<file path="src/rtl/mdu_issue_ctrl.sv">
// Requester side of the multiply/divide unit: decodes md ops in E, issues start/op,
// tracks the MD busy window and stalls md-type instructions waiting in D.
module mdu_issue_ctrl #(
    parameter int MUL_LAT = 5,
    parameter int DIV_LAT = 10,
    parameter int CNT_W   = 16
) (
    input  logic             clk,
    input  logic             reset,
    input  logic [31:0]      instrD,
    input  logic [31:0]      instrE,
    input  logic             flushE,
    output logic             md_start,
    output logic [1:0]       md_op,
    output logic             hilo_we,
    output logic             hilo_sel,
    output logic             busy,
    output logic             stall_md,
    output logic [CNT_W-1:0] stall_cnt
);
    localparam int CW = $clog2(DIV_LAT + 1);

    typedef enum logic [0:0] {
        IDLE = 1'b0,
        BUSY = 1'b1
    } state_t;

    state_t          state_r, state_n_s;
    logic [CW-1:0]   cnt_r, cnt_n_s;
    logic [CNT_W-1:0] stall_cnt_r;

    function automatic logic is_md(input logic [5:0] opc, input logic [5:0] funct);
        case (funct)
            6'h10, 6'h11, 6'h12, 6'h13,
            6'h18, 6'h19, 6'h1a, 6'h1b: is_md = (opc == 6'd0);
            default:                    is_md = 1'b0;
        endcase
    endfunction

    function automatic logic is_start(input logic [5:0] opc, input logic [5:0] funct);
        case (funct)
            6'h18, 6'h19, 6'h1a, 6'h1b: is_start = (opc == 6'd0);
            default:                    is_start = 1'b0;
        endcase
    endfunction

    function automatic logic is_mfmt(input logic [5:0] opc, input logic [5:0] funct);
        case (funct)
            6'h10, 6'h11, 6'h12, 6'h13: is_mfmt = (opc == 6'd0);
            default:                    is_mfmt = 1'b0;
        endcase
    endfunction

    logic [5:0] opc_e_s, funct_e_s;
    logic       start_e_s, mfmt_e_s, mt_e_s, md_d_s;
    logic [CW-1:0] lat_s;
    logic       unused_s;

    assign opc_e_s   = instrE[31:26];
    assign funct_e_s = instrE[5:0];
    assign start_e_s = ~flushE & is_start(opc_e_s, funct_e_s);
    assign mfmt_e_s  = ~flushE & is_mfmt(opc_e_s, funct_e_s);
    // mthi (11) and mtlo (13) are the mf/mt codes with funct[0] set
    assign mt_e_s    = mfmt_e_s & funct_e_s[0];
    assign md_d_s    = is_md(instrD[31:26], instrD[5:0]);
    assign lat_s     = funct_e_s[1] ? CW'(DIV_LAT) : CW'(MUL_LAT);
    assign unused_s  = ^{instrD[25:6], instrE[25:6]};

    assign md_start  = start_e_s;
    assign md_op     = start_e_s ? funct_e_s[1:0] : 2'b00;
    assign hilo_we   = mt_e_s;
    assign hilo_sel  = mfmt_e_s & ~funct_e_s[1];
    assign busy      = (state_r == BUSY) | start_e_s;
    assign stall_md  = busy & md_d_s;
    assign stall_cnt = stall_cnt_r;

    // Next-state and countdown for the busy window; a start always (re)loads the latency
    always_comb begin
        state_n_s = state_r;
        cnt_n_s   = cnt_r;
        case (state_r)
            IDLE: begin
                if (start_e_s) begin
                    state_n_s = BUSY;
                    cnt_n_s   = lat_s;
                end else begin
                    state_n_s = IDLE;
                    cnt_n_s   = {CW{1'b0}};
                end
            end
            BUSY: begin
                if (start_e_s) begin
                    state_n_s = BUSY;
                    cnt_n_s   = lat_s;
                end else if (cnt_r == CW'(1)) begin
                    state_n_s = IDLE;
                    cnt_n_s   = {CW{1'b0}};
                end else begin
                    state_n_s = BUSY;
                    cnt_n_s   = cnt_r - CW'(1);
                end
            end
            default: begin
                state_n_s = IDLE;
                cnt_n_s   = {CW{1'b0}};
            end
        endcase
    end

    // State, countdown and saturating stall counter registers
    always_ff @(posedge clk) begin
        if (reset) begin
            state_r     <= IDLE;
            cnt_r       <= {CW{1'b0}};
            stall_cnt_r <= {CNT_W{1'b0}};
        end else begin
            state_r <= state_n_s;
            cnt_r   <= cnt_n_s;
            if (stall_md && (stall_cnt_r != {CNT_W{1'b1}})) begin
                stall_cnt_r <= stall_cnt_r + CNT_W'(1);
            end else begin
                stall_cnt_r <= stall_cnt_r;
            end
        end
    end
endmodule

</file>
<file path="config.mk">
export PLATFORM = sky130hd
export DESIGN_NAME = mdu_issue_ctrl
export DESIGN_NICKNAME = d
export VERILOG_FILES = /design/src/rtl/mdu_issue_ctrl.sv
export SDC_FILE = /design/constraint.sdc
export NUM_CORES = 1
export LEC_CHECK = 0
export ABC_AREA = 1
export CAP_MARGIN = 30
export CORE_ASPECT_RATIO = 0.6
export CORE_MARGIN = 10
export CORE_UTILIZATION = 39
export DETAILED_ROUTE_END_ITERATION = 10
export PLACE_DENSITY = 0.85
export SYNTH_ARGS = -nofsm -noshare
export SYNTH_HDL_FRONTEND = slang
export SYNTH_SLANG_ARGS = --single-unit
</file>
<file path="constraint.sdc">
create_clock -name clk -period 2.4 [get_ports clk]
set_input_delay 0.48 -clock clk [delete_from_list [all_inputs] [get_ports clk]]
set_output_delay 0.48 -clock clk [all_outputs]
set_load 0.01 [all_outputs]
</file>
==> results <==
- The number of antenna violations at the first check in global routing was 0.
- The clock-pin transition on the worst setup and hold timing paths is 0.08 ns.
- The overall via count from detail_route is 1414.
- Synthesis produced a netlist with a net count of 268.
- Counting flops with an async set or reset pin after synthesis yields a share of 0%.
- The number of buffer cells added on primary ports is 46.
- The routability-driven placement congestion ratio is 0.842.
- The pin count of the biggest net entering global routing is 17.
- The clock insertion delay at the later pin of the skew report is 0.26 ns.
- The floorplan step defined a die boundary enclosing 6500 µm².
- The power density relative to cell area is 319 nW/µm².
- The maximum fanout along the worst path is 4.
- The final critical path time including I/O delays and setup is 2.25 ns.
- After detailed routing, the number of vias per cell comes to 4.74.
- A synthesized cell averages 7.12 µm².
- The detail route stage leaves a number of antenna-violating nets equal to 0.
- The cell area that synthesis handed to floorplanning was 1410 µm².
- Across every metal layer, demand over resource in global routing totals 11.7%.
- In the final routed layout, each cell accounts on average for 12.9 µm.
- The critical path is of the primary input to primary output type.
- The vertical die dimension is 66.6 µm.
- The number of antenna diodes in the final layout is 0.
- The worst pin sits at a relative slew slack of 82.2%.
- The total count of max-transition violations in the final report was 0.
- The number of violations reported at the end of detailed-routing iteration 0 is 54.
- The tool flagged a number of max-cap violations equal to 0.
- Post-CTS repair changed the size of 7 cells.
- The most used flip-flop cell after synthesis is sky130_fd_sc_hd__dfxtp_1.
- The share of the synthesized area in the top cell type is 29.8%.
- The number of search-and-repair iterations in the first detailed-routing pass is 4.
- The number of global-route vias before repair is 1372.
- TritonCTS built the clock tree.
- Measured along the x axis, the die boundary spans 97.6 µm.
- Counting flops with a built-in enable in the synthesized netlist gives 0.
- Summed over all cells, the static leakage comes to 0.797 nW.
- Cells fill 59.8% of the core in the end.
- The transition time of the tightest slew-check pin is 0.265 ns.
- Counting every sink on the clock net gives 21.
- The number of buffers created by CTS is 3.
- The detailed placement HPWL is 3120 µm.
- The number of core rows is 16.
- The warning count from the yosys run is 0.
- Setup violations remaining at the end of the flow were counted as 0.
- The number of failing hold endpoints at the final stage was 0.
- The total wire length after detailed routing is 3840 µm.
- The total congestion overflow is 0.
- The ratio of cells with drive above 1 in the final layout is 19.4%.
- The clock root buffer is sky130_fd_sc_hd__clkbuf_8.
- The first global-routing pass estimated 6420 µm of wire.
- The setup skew after layout is 0.000940 ns.
- Relative to the synthesized area, the layout overhead comes to 42.6%.
- The hold buffer count at CTS is 0.
- The floorplan step defined a core boundary enclosing 3360 µm².
- The depth of the CTS H-tree is 1.
- The number of unique standard cell types used by synthesis is 27.
- After technology mapping, the gate count stands at 198.
- After routing the design area is 2010 µm².
- The total setup buffers inserted after CTS is 0.
- Setup repair after global routing left no endpoint under its margin.
- The largest area contributor in the synthesized netlist is sky130_fd_sc_hd__dfxtp_1.
- The achievable clock frequency is 444 MHz.
- The count of nets after finishing is 324.
- 90 I/O pins were placed.
- The layout filler cell count is 309.
- After synthesis, the cell types taking the most area are sky130_fd_sc_hd__dfxtp_1 (30%), sky130_fd_sc_hd__nand2_1 (12%), sky130_fd_sc_hd__nor2_1 (8.0%), sky130_fd_sc_hd__a21oi_2 (6.2%), sky130_fd_sc_hd__nand2_2 (5.3%).
- The total cell area at the placement stage is 1980 µm².
- The commonest cells after synthesis are sky130_fd_sc_hd__nand2_1 (44), sky130_fd_sc_hd__nor2_1 (30), sky130_fd_sc_hd__dfxtp_1 (21).
- The clock passes through at most 2 buffers.
- The worst path arrival time is 1.77 ns.
- The worst setup path is captured at a primary output.
- The starting density of the core is 41.9%.
- The worst hold path belongs to the class flop to flop.
- The data required time at the worst endpoint is 1.92 ns.
- The final clock period utilization by the worst path is 93.9%.
- The sequential cell area fraction in the yosys report is 29.8%.
- After detailed routing, the number of remaining DRC violations is 0.
- The register bit total from synthesis is 21.
- The worst setup path is launched from a primary input.
- Among all cell types in the netlist, the one instantiated most often is sky130_fd_sc_hd__nand2_1.
- The highest ir drop seen on vdd is 307 µV.
- The flow ran to the end, and the final reports show no timing, DRC or antenna violations.
==> state kept, by name, summed over array words and instances, names as in the netlist <==
register / cells
state_r: 1
stall_cnt: 16
cnt_r: 4
==> cell families (layout without fill, tap and decap cells) <==
family | Yosys count | in the layout | share of synthesized area, %
compound gates | 22 | 22 | 10.5
xor+xnor | 14 | 14 | 8.70
fa+ha+maj | 3 | 3 | 2.66
buf+inv | 23 | 78 | 7.19
flops | 21 | 21 | 29.8
simple gates | 115 | 115 | 41.2
==> power breakdown <==
part / switching, mW / leakage, nW / internal, mW
Clock: 0.119 / 0.0255 / 0.116
Combinational: 0.0196 / 0.602 / 0.0394
Sequential: 0.0000409 / 0.169 / 0.348
==> placed cells by master, fill, tap and decap left out, drive strengths merged, types with 8 or more instances in the layout <==
cell type | Yosys | layout
nand2 | 60 | 60
clkdlybuf4s50 | 0 | 39
nor2 | 35 | 35
dfxtp | 21 | 21
a21oi | 19 | 19
inv | 18 | 18
nand3 | 9 | 9
buf | 3 | 9
xnor2 | 8 | 8
==> routing by layer <==
| metal | vias up | wire [µm] | GRT usage (%) |
|---|---|---|---|
| li1 | 738 | - | - |
| met5 | - | 0 | 0 |
| met3 | 0 | 291 | 4.53 |
| met4 | 0 | 0 | 1.08 |
| met1 | 644 | 1760 | 13.5 |
| met2 | 32 | 1790 | 20.8 |
==> metrics by stage <==
step	std cells	setup WS (ns)	hold WS, ns	power (mW)	setup TNS, ns
floorplan	198	0.636	0.487	0.372	0
global placement	294	-0.175	0.515	0.414	-0.647
detailed placement	294	-0.212	0.524	0.415	-0.787
CTS	298	0.0652	0.535	0.644	0
global route	298	0.0243	0.562	0.666	0
finish	298	0.147	0.537	0.642	0
==> final cells by class <==
class                      instances  area [µm²]  share of cell area (%)
sequential                        21         420                    20.9
tap                               45        56.3                    2.80
inverter                          19        71.3                    3.55
timing repair buffer              55         528                    26.3
clock buffer                       3        41.3                    2.05
multi-input combinational        154         888                    44.2
clock inverter                     1        5.00                   0.249
==> critical path, stage by stage <==
cell and delay [ns]:
sky130_fd_sc_hd__clkdlybuf4s50_1 0.39, sky130_fd_sc_hd__or2_4 0.26, sky130_fd_sc_hd__nor2_4 0.13, sky130_fd_sc_hd__nand2_4 0.09
sky130_fd_sc_hd__nand2_8 0.07, sky130_fd_sc_hd__nand2_4 0.04, sky130_fd_sc_hd__inv_1 0.04, sky130_fd_sc_hd__dlygate4sd2_1 0.26
==> path summary, 6_finish.rpt <==
path,from,endpoint,slack (ns),cells after the start
worst max-delay path,instrE[27],stall_md,0.15,8
worst min-delay path,stall_cnt[1],stall_cnt[1],0.54,2
worst max register to register,stall_cnt[0],stall_cnt[0],0.76,11
worst min register to register,stall_cnt[1],stall_cnt[1],0.54,2
Note: power is estimated with default switching activity, not from simulation.
==> edit 1, RTL diff (config.mk and constraints unchanged) <==
The parameter `CNT_W` goes from 16 to 18.
--- a/src/rtl/mdu_issue_ctrl.sv
+++ b/src/rtl/mdu_issue_ctrl.sv
@@ -4,5 +4,5 @@
     parameter int MUL_LAT = 5,
     parameter int DIV_LAT = 10,
-    parameter int CNT_W   = 16
+    parameter int CNT_W   = 18
 ) (
     input  logic             clk,
Ports: changed (resized stall_cnt); port bits go from 90 to 92. No check against the original RTL was run, so the function may have changed too.
==> edit 1 against the original RTL <==
- sequential cell count is 2 higher
- synthesized cell count up 23%
- largest cell class unchanged
- critical path type unchanged
- clock power is 4% higher
- final area up 8.7%
- count of clock-buffer cells in the layout unchanged
- via count is 17% higher
- area after synthesis up 12%
- routed wire length rose by 10%
- worst setup slack worse by 45 ps
- non-clock buffer count unchanged
- power up 7.8%
- critical endpoint unchanged
- sequential share of layout area increased by 0.16 points
==> edit 1: results (changes against the original RTL) <==
outcome=complete, no violations (unchanged); crit-path max FO=7 (was 4); sequential share of power=55.1% (was 54.3%); number of port buffers=48 (was 46); DRT iter0 DRCs=74 (was 54); R2R Path End=stall_cnt[14] (was stall_cnt[0]); maximum number of pins on one net before global-route repair=18 (was 17); hold path endpoint=state_r (was stall_cnt[1]); detailed-route via count=1658 (was 1414); Internal Pwr Total=0.0005392 W (was 0.0005032 W); CP arrival=1820 ps (was 1770 ps); vias in the first global route=1573 (was 1372); syn_nets=313 (was 268); worst hold margin=495.9 ps (was 537.4 ps); fraction of layout cells with a size suffix above 1=11.00% (was 19.37%); GP Congestion=0.8503 (was 0.8416); Tot GR Track Use=12.17% (was 11.66%); Clock Power Share=35.3% (was 36.6%); first-pass GRT wire length=7293 um (was 6423 um); cells on worst reg2reg path=10 (was 11); Final nets=371 (was 324); top cells by count, synth=53 x nand2_1, 48 x nor2_1, 42 x inv_1 (was 44 x nand2_1, 30 x nor2_1, 21 x dfxtp_1); Yosys cell types=29 (was 27); Fillers=379 (was 309); hold_sp=state_r (was stall_cnt[1]); Synth area leaders=dfxtp_1 29%, nand2_1 13%, nor2_1 11%, inv_1 10%, nand4_1 4.8% (was dfxtp_1 30%, nand2_1 12%, nor2_1 8.0%, a21oi_2 6.2%, nand2_2 5.3%); routed wire length=4234 um (was 3837 um)
==> edit 1: cell count changes after synthesis, moves of 5 or more <==
cell / delta
nand2_1: +9
a21oi_2: -10
nand3_1: +5
nand2_2: -9
inv_1: +26
nor2_1: +18
nand4_1: +6
xnor2_1: -8
==> edit 1: logic make-up (layout without fill, tap and decap cells) <==
logic type / count (synthesis) / in the layout / synth area share (%)
compound gates: 17 / 17 / 6.270
xor+xnor: 2 / 2 / 1.111
fa+ha+maj: 3 / 3 / 2.381
buf+inv: 47 / 104 / 12.30
flops: 23 / 23 / 29.21
simple gates: 151 / 151 / 48.73
==> edit 1: per-layer routing <==
metal	wire (um)	global-route usage, %
met5	0	0
met4	23	1.389
met3	275	4.167
met2	1910	19.21
met1	2023	15.93
==> edit 1: stage by stage <==
stage	power [W]	setup slack, ps	cells	instance area, um2
floorplan	0.0004117	696.7	243	1577
detailed placement	0.0004565	-186.7	343	2148
global route	0.0007159	15.43	347	2186
CTS	0.0006996	83.52	347	2186
global placement	0.0004546	-165.1	343	2148
finish	0.0006914	101.9	347	2186
==> edit 1: area by class of cell <==
| cell class | count | area share, % |
|---|---|---|
| sequential | 23 | 21.06 |
| multi-input combinational | 173 | 42.19 |
| timing repair buffer | 55 | 23.98 |
| tap | 47 | 2.690 |
| clock inverter | 1 | 0.2290 |
| inverter | 45 | 7.956 |
| clock buffer | 3 | 1.889 |
==> edit 1: worst max-delay path by stage <==
stage,endpoint,slack [ps],start,depth (start not counted)
floorplan,stall_md,700,instrE[27],6
global placement,stall_md,-170,instrE[27],8
detailed placement,stall_md,-190,instrE[27],8
CTS,stall_md,80,instrE[27],8
global route,stall_md,20,instrE[27],8
finish,stall_md,100,instrE[27],8
==> edit 2, RTL diff (same settings) <==
Without the edit above. Register the output `stall_cnt` once more, with the module's reset; this adds one clock of latency there. The other outputs are not delayed to match.
--- a/src/rtl/mdu_issue_ctrl.sv
+++ b/src/rtl/mdu_issue_ctrl.sv
@@ -73,5 +73,11 @@
     assign busy      = (state_r == BUSY) | start_e_s;
     assign stall_md  = busy & md_d_s;
-    assign stall_cnt = stall_cnt_r;
+    always_ff @(posedge clk) begin
+        if (reset) begin
+            stall_cnt <= '0;
+        end else begin
+            stall_cnt <= stall_cnt_r;
+        end
+    end
 
     // Next-state and countdown for the busy window; a start always (re)loads the latency
Function: changed (a bounded check fails within 4 cycles, from zero or initial values and one cycle with reset high).
==> edit 2 against the original RTL <==
- sequential power increased by 76%
- power rose by 79%
- core utilization is 5.1 points lower
- final area is 24% higher
- clock skew is 8.2 ps higher
- largest cell class unchanged
- worst setup slack got worse by 62 ps
- clock power increased by 100%
- maximum frequency shrank 2.7%
- critical path type unchanged
- sequential cell count is 16 higher
- area after synthesis is 30% higher
- routed wire length grew 17%
==> edit 2: results (changes against the original RTL) <==
Synth area leaders=dfxtp_1 40%, nand2_1 11%, nor2_1 9.4%, inv_1 7.0%, a21oi_2 4.8% (was dfxtp_1 30%, nand2_1 12%, nor2_1 8.0%, a21oi_2 6.2%, nand2_2 5.3%); GP Congestion=0.9141 (was 0.8416); first-pass GRT wire length=7783 um (was 6423 um); P_leak=1.030 nW (was 0.7966 nW); Routed wire per std cell=12.15 um (was 12.88 um); pre-CTS WS=-197.1 ps (was -211.5 ps); crit-path max FO=5 (was 4); top cells by count, synth=56 x nand2_1, 46 x nor2_1, 37 x dfxtp_1 (was 44 x nand2_1, 30 x nor2_1, 21 x dfxtp_1); CP arrival=1830 ps (was 1770 ps); Worst-Margin Slew=440.1 ps (was 264.7 ps); detailed-route via count=1678 (was 1414); DP HPWL=3539 um (was 3125 um); worst reg2reg setup slack=560 ps (was 760 ps); CP dominant cell by count=inv_1 (was nand2_4); R2R Path End=stall_cnt_r[12] (was stall_cnt[0]); Final nets=377 (was 324); cts bufs inserted=5 (was 3); RR Startpoint=stall_cnt_r[0] (was stall_cnt[0]); worst skew pair latency=290 ps (was 260 ps); DRT iter0 DRCs=115 (was 54); hold_sp=stall_cnt_r[1] (was stall_cnt[1]); fraction of layout cells with a size suffix above 1=14.94% (was 19.37%); Avg Cell Area, Syn=7.274 um2 (was 7.122 um2); H-tree depth=2 (was 1); syn_nets=322 (was 268); sequential area share after synthesis=40.41% (was 29.81%); Area after DPL=2402 um2 (was 1977 um2); switch share=20.77% (was 21.56%); outcome=complete, no violations (unchanged)
[edit 2: how the worst max path moves through the flow]
| stage | depth (start not counted) | from | to |
|---|---|---|---|
| 4_1_cts | 8 | instrE[27] | md_op[1] |
| 5_1_grt | 8 | instrE[27] | md_op[1] |
| 3_3_place_gp | 8 | instrE[27] | md_op[1] |
| 6_report | 8 | instrE[27] | md_op[1] |
| 2_1_floorplan | 6 | instrE[27] | md_op[1] |
| 3_5_place_dp | 8 | instrE[27] | md_op[1] |
[edit 2: cells by family after synthesis]
logic type,share of synthesized area (%)
AOI/OAI and AO/OA,7.781
xor gates and xnor gates,5.256
adders and majority gates,2.048
buffers and inverters,9.488
DFF,40.41
and+or+nand+nor,35.02
[edit 2: per-stage QoR]
step	setup TNS, ps	util [%]	hold slack [ps]
after floorplan	0	-	433.1
after global placement	-746.5	52.63	457.6
after detailed placement	-812.3	52.63	457.2
after CTS	0	54.66	472.7
after global routing	0	54.66	514.8
final	0	54.66	469.1
[edit 2: routing by layer]
layer / global-route usage [%] / routed length (um)
met5: 0 / 0
met4: 1.892 / 38
met3: 5.820 / 404
met2: 18.20 / 1875
met1: 15.19 / 2188
[edit 2: layout make-up]
type,instances,area share (%)
inverter,35,5.266
clock buffer,7,3.862
multi-input combinational,174,36.81
timing repair buffer,54,21.01
tap,63,3.159
sequential,37,29.69
clock inverter,1,0.2006
[edit 2: tightest hold or removal path, cell delays in order (launching register included)]
cell     delay, ps
dfxtp_1        340
inv_1           60
nor2_1          30
[edit 2: power by group through the flow]
stage | registers, W | clock network [W] | logic (W)
global route | 0.000613 | 0.000521 | 0.0000682
finish | 0.000614 | 0.000474 | 0.0000630
detailed placement | 0.000628 | 0 | 0.0000630
floorplan | 0.000628 | 0 | 0.0000197
global placement | 0.000628 | 0 | 0.0000615
CTS | 0.000613 | 0.000486 | 0.0000634
[edit 2: repair_timing]
| item | in CTS | in global routing |
|---|---|---|
| gates resized for setup | 7 | 0 |
| setup endpoints to repair | 7 | 0 |
| endpoints found under the hold margin | 0 | 0 |
